$ cat src/rtl/if_stage.sv
// if_stage: MIPS instruction fetch - PC register, fetch-address AdEL detection and IF/ID register.
module if_stage #(
  parameter logic [31:0] RESET_PC   = 32'h0000_3000,
  parameter logic [31:0] HANDLER_PC = 32'h0000_4180,
  parameter logic [31:0] IM_BASE    = 32'h0000_3000,
  parameter logic [31:0] IM_LAST    = 32'h0000_6FFC
) (
  input  logic        clk,
  input  logic        reset,
  input  logic        stall,
  input  logic        req,
  input  logic        eret,
  input  logic [31:0] EPC,
  input  logic [1:0]  NPCOp_ID,
  input  logic [31:0] npcValue_ID,
  input  logic        isJump_ID,
  output logic [31:0] IMAddr,
  input  logic [31:0] IMData,
  output logic [31:0] PC_IF,
  output logic [31:0] Instr_ID,
  output logic [31:0] PC_ID,
  output logic [4:0]  ExcCode_ID,
  output logic        BD_ID
);
  logic        fetchExc;
  logic [31:0] fetchWord;
  logic [4:0]  fetchCode;
  logic [31:0] nextPc;
  assign IMAddr = PC_IF;
  always_comb begin
    fetchExc  = (|PC_IF[1:0]) || (PC_IF < IM_BASE) || (PC_IF > IM_LAST);
    fetchWord = fetchExc ? 32'h0 : IMData;
    fetchCode = fetchExc ? 5'd4 : 5'd0;
    nextPc    = eret ? EPC : (|NPCOp_ID) ? npcValue_ID : PC_IF + 32'd4;
  end
  // req outranks stall; eret squashes the fetched slot into a bubble
  always_ff @(posedge clk or negedge reset) begin
    if (!reset) begin
      PC_IF      <= RESET_PC;
      Instr_ID   <= 32'h0;
      PC_ID      <= RESET_PC;
      ExcCode_ID <= 5'd0;
      BD_ID      <= 1'b0;
    end else if (req) begin
      PC_IF      <= HANDLER_PC;
      Instr_ID   <= 32'h0;
      PC_ID      <= PC_IF;
      ExcCode_ID <= 5'd0;
      BD_ID      <= 1'b0;
    end else if (!stall) begin
      PC_IF      <= nextPc;
      Instr_ID   <= eret ? 32'h0 : fetchWord;
      PC_ID      <= PC_IF;
      ExcCode_ID <= eret ? 5'd0 : fetchCode;
      BD_ID      <= !eret && isJump_ID;
    end
  end
endmodule

$ cat config.mk
export PLATFORM = sky130hd
export DESIGN_NAME = if_stage
export DESIGN_NICKNAME = d
export VERILOG_FILES = /design/src/rtl/if_stage.sv
export SDC_FILE = /design/constraint.sdc
export NUM_CORES = 1
export LEC_CHECK = 0
export CAP_MARGIN = 30
export CORE_MARGIN = 2
export CORE_UTILIZATION = 46
export CTS_CLUSTER_SIZE = 20
export DETAILED_ROUTE_END_ITERATION = 8
export GPL_ROUTABILITY_DRIVEN = 1
export PLACE_DENSITY_LB_ADDON = 0.2
export SLEW_MARGIN = 25
export SYNTH_ARGS = -nofsm -noshare
export SYNTH_HDL_FRONTEND = slang
export SYNTH_SLANG_ARGS = --single-unit
$ cat constraint.sdc
create_clock -name clk -period 5.1 [get_ports clk]
set_input_delay 1.02 -clock clk [delete_from_list [all_inputs] [get_ports clk]]
set_output_delay 1.02 -clock clk [all_outputs]
set_load 0.02 [all_outputs]
==> results.rst <==
.. list-table::
   :header-rows: 1

   * - Metric
     - Value
   * - Data arrival, critical path
     - roughly 3.2 ns
   * - FFs w/ async S/R, synth
     - between 90% and 100%
   * - Top post-synthesis cells by area
     - sky130_fd_sc_hd__dfrtp_1 (43%), sky130_fd_sc_hd__nand2_1 (9.0%), sky130_fd_sc_hd__a22o_1 (5.2%), sky130_fd_sc_hd__buf_4 (5.1%), sky130_fd_sc_hd__o21ai_0 (4.3%)
   * - First-pass GRT wire length
     - 28.1 mm
   * - Depth of the CTS H-tree
     - 3
   * - Most common cell in the netlist
     - sky130_fd_sc_hd__nand2_1
   * - Number of port buffers
     - around 230
   * - Synth top cells by count
     - sky130_fd_sc_hd__nand2_1 (130), sky130_fd_sc_hd__dfrtp_1 (94), sky130_fd_sc_hd__o21ai_0 (47)
   * - Root cell of the clock tree
     - sky130_fd_sc_hd__clkbuf_16
   * - Number of hold-repair buffers added at the cts stage
     - 0
   * - Prevailing post-synth register cell
     - sky130_fd_sc_hd__dfrtp_1
   * - Clock buffers created by TritonCTS
     - 9
   * - Finished Cell Area
     - roughly 7800 um^2
   * - Chip Width
     - approximately 110 um
   * - Warning count from the yosys run
     - 0
   * - Count of final max-slew check failures
     - 0
   * - Least-Margin Pin Slew
     - between 0.9 and 1 ns
   * - DIE AREA
     - around 13000 um^2
   * - Hold Violations, Final
     - 0
   * - Sequential share of the synthesized area
     - 45.3%
   * - Yosys reg bits
     - 98
   * - Boundary Pins
     - about 240
   * - Top-area cell type share of the netlist area
     - about 43%
   * - Insertion delay of the later-clocked pin in the worst-skew pair
     - between 0.3 and 0.4 ns
   * - Net switching fraction of the power
     - 28.5%
   * - Placer's final routability congestion estimate
     - 0.939
   * - Post-synth top area cell
     - sky130_fd_sc_hd__dfrtp_1
   * - # rows
     - 39
   * - Maximum capacitance violations
     - 0
   * - Switching power total
     - 589 uW
   * - RSZ-0062 raised after global routing
     - no
   * - Vias in the first global route
     - 5563
   * - HP Class
     - reg -> reg
   * - Gate power share
     - about 22%
   * - Post-Syn Area per Cell
     - a little under 9 um^2
   * - Sinks on Clock Net
     - slightly below 100
   * - Final Critical Period
     - between 2 and 3 ns
   * - Total congestion overflow after global routing
     - 0
   * - Peak Freq
     - 0.348 GHz
   * - Placed cell area
     - 7530 um^2
   * - Mean routed wirelength per cell
     - roughly 19 um
   * - Clock input transition at the sequential cells of the worst setup and hold paths
     - 0.07 ns
   * - Post-CTS setup buffer count
     - 0
   * - Placed wire-length estimate
     - roughly 13 mm
   * - P per Cell Area
     - about 260 nW/um^2
   * - Floorplan die height
     - 113 um
   * - Count of distinct cell types in the synthesized netlist
     - 60
   * - Count of nets after finishing
     - between 800 and 900
   * - Number of enable flip-flop cells after synthesis
     - 0
   * - Routed wire length
     - around 18 mm
   * - First-pass DRT Iterations
     - 5
   * - Routed via count
     - ~5400
   * - Vias per inst
     - about 5.8
   * - CTS tree
     - built
   * - Run status
     - completed
   * - Area of the mapped netlist
     - approximately 5400 um^2
   * - Area of the core
     - around 11000 um^2
   * - Worst IR drop on VDD
     - 0.149 mV
   * - Critical Path Source Type
     - primary input
   * - Post-Place Cells
     - around 900
   * - Starting utilization of the core area
     - 47.3%
   * - Final setup viols
     - 0
   * - Total of fill cells in the finished design
     - about 940
   * - Ratio of cells with drive above 1 in the final layout
     - a little over 6%
   * - Synthesized instance count
     - between 600 and 700
   * - Internal power
     - approximately 1.5 mW
   * - Type of destination of the critical path
     - flop
   * - Final critical-path share of the clock period
     - between 50% and 60%
   * - Type of the worst setup path
     - in -> reg
   * - Relative contribution of the clock network to total power
     - ~36%
   * - Maximum number of pins on one net before global-route repair
     - 53
   * - Global routing usage summed across all routing layers
     - 27.6%
   * - Number of antenna violations at the first check in global routing
     - 0
   * - Leak pwr
     - between 3 and 4 nW
   * - Resized cells post-CTS
     - 0
   * - Number of nets with antenna violations after routing
     - 0
   * - Synthesis-to-layout area growth
     - 44.7%
   * - Worst setup skew after layout
     - 0.00622 ns
   * - Sequential power share
     - between 40% and 50%
   * - Sum of negative setup slack
     - 0 ns
   * - Required arrival time at the worst endpoint
     - between 5 and 6 ns
   * - Worst-path fanout max
     - 23
   * - DRC violations left
     - 0
   * - Number of buffers on the longest clock path
     - 2
   * - DR iter-0 viols
     - 384
   * - Post-Layout Cell Count
     - 934
   * - Worst slew margin relative to its limit
     - a little under two fifths
   * - Antenna cell count
     - 0
-- per-layer routing --
layer / global-route usage (%) / vias up / share of wire, %
met3: 5.62 / 42 / 8.3
li1: - / 2471 / -
met4: 12.4 / 0 / 2.8
met5: 0 / - / 0
met2: 45.2 / 306 / 48
met1: 35.5 / 2616 / 41
-- worst max-delay path: stages --
cell                              delay (ns)
sky130_fd_sc_hd__clkdlybuf4s50_1        0.47
sky130_fd_sc_hd__buf_4                  0.26
sky130_fd_sc_hd__nor4_2                 0.64
sky130_fd_sc_hd__o21ai_0                0.27
sky130_fd_sc_hd__or3_1                  0.40
sky130_fd_sc_hd__nand3_1                0.08
-- layout by cell type (no fill, tap or decap), drive strengths merged, types with 5 or more instances in the layout --
cell	n
buf	11
a221oi	7
nor3	11
a21o	6
nand2	130
inv	13
nand4	10
o21a	6
o21ai	47
a21oi	37
nor2	28
nor4	11
clkdlybuf4s50	230
or3	5
xnor2	6
nand3	24
dfrtp	94
a22o	33
xor2	5
clkbuf	11
-- cell type report --
| type | count | area [um^2] | share of cell area (%) |
|---|---|---|---|
| Inverter | 12 | 45.0 | 0.574 |
| Clock buffer | 11 | 233 | 2.97 |
| Tap cell | 143 | 179 | 2.28 |
| Sequential cell | 98 | 2460 | 31.3 |
| Multi-Input combinational cell | 424 | 2460 | 31.4 |
| Clock inverter | 5 | 86.3 | 1.10 |
| Timing Repair Buffer | 241 | 2380 | 30.4 |
-- flip-flops by register name, indices dropped and copies added, names as in the netlist --
name        flops
BD_ID           1
Instr_ID       32
IMAddr         32
PC_ID          32
ExcCode_ID      1
-- cells by family after synthesis --
family / count (synthesis) / synth area share (%)
other: 1 / 0.0692
AND/OR/NAND/NOR: 234 / 21.2
AO/OA/AOI/OAI: 172 / 21.4
adder cells (fa/ha/maj): 1 / 0.231
XOR/XNOR: 11 / 1.78
flip-flops: 98 / 45.3
multiplexers: 2 / 0.369
buffers and inverters: 91 / 9.62
-- power groups by stage --
stage	clock, mW	sequential [mW]	combinational, mW
after CTS	0.737	0.880	0.452
after floorplan	0	0.926	0.183
after global placement	0	0.892	0.443
after detailed placement	0	0.894	0.450
final	0.732	0.881	0.451
after global routing	0.771	0.888	0.482
-- per-stage QoR --
| step | utilization, % | power [mW] | setup slack [ns] | hold WS [ns] |
|---|---|---|---|---|
| finish | 68.4 | 2.06 | 2.23 | 0.468 |
| global route | 68.4 | 2.14 | 2.14 | 0.486 |
| CTS | 68.4 | 2.07 | 2.27 | 0.471 |
| detailed placement | 65.6 | 1.34 | 1.91 | 0.456 |
| global placement | 65.5 | 1.33 | 1.97 | 0.442 |
| floorplan | - | 1.11 | 2.77 | 0.487 |
-- final timing paths --
kind / startpoint / slack (ns) / depth (start not counted) / endpoint
worst max-delay path: req / 2.23 / 6 / IMAddr[20]$_DFFE_PN0P_
worst min-delay path: PC_ID[20]$_DFFE_PN0P_ / 0.47 / 2 / PC_ID[20]$_DFFE_PN0P_
worst max register to register: IMAddr[19]$_DFFE_PN0P_ / 2.73 / 5 / Instr_ID[17]$_DFFE_PN0P_
worst min register to register: PC_ID[20]$_DFFE_PN0P_ / 0.47 / 2 / PC_ID[20]$_DFFE_PN0P_
max in group asynchronous: reset / 3.32 / 2 / PC_ID[20]$_DFFE_PN0P_
min in group asynchronous: reset / 0.69 / 1 / PC_ID[3]$_DFFE_PN0P_
Note: power is estimated with default switching activity, not from simulation.
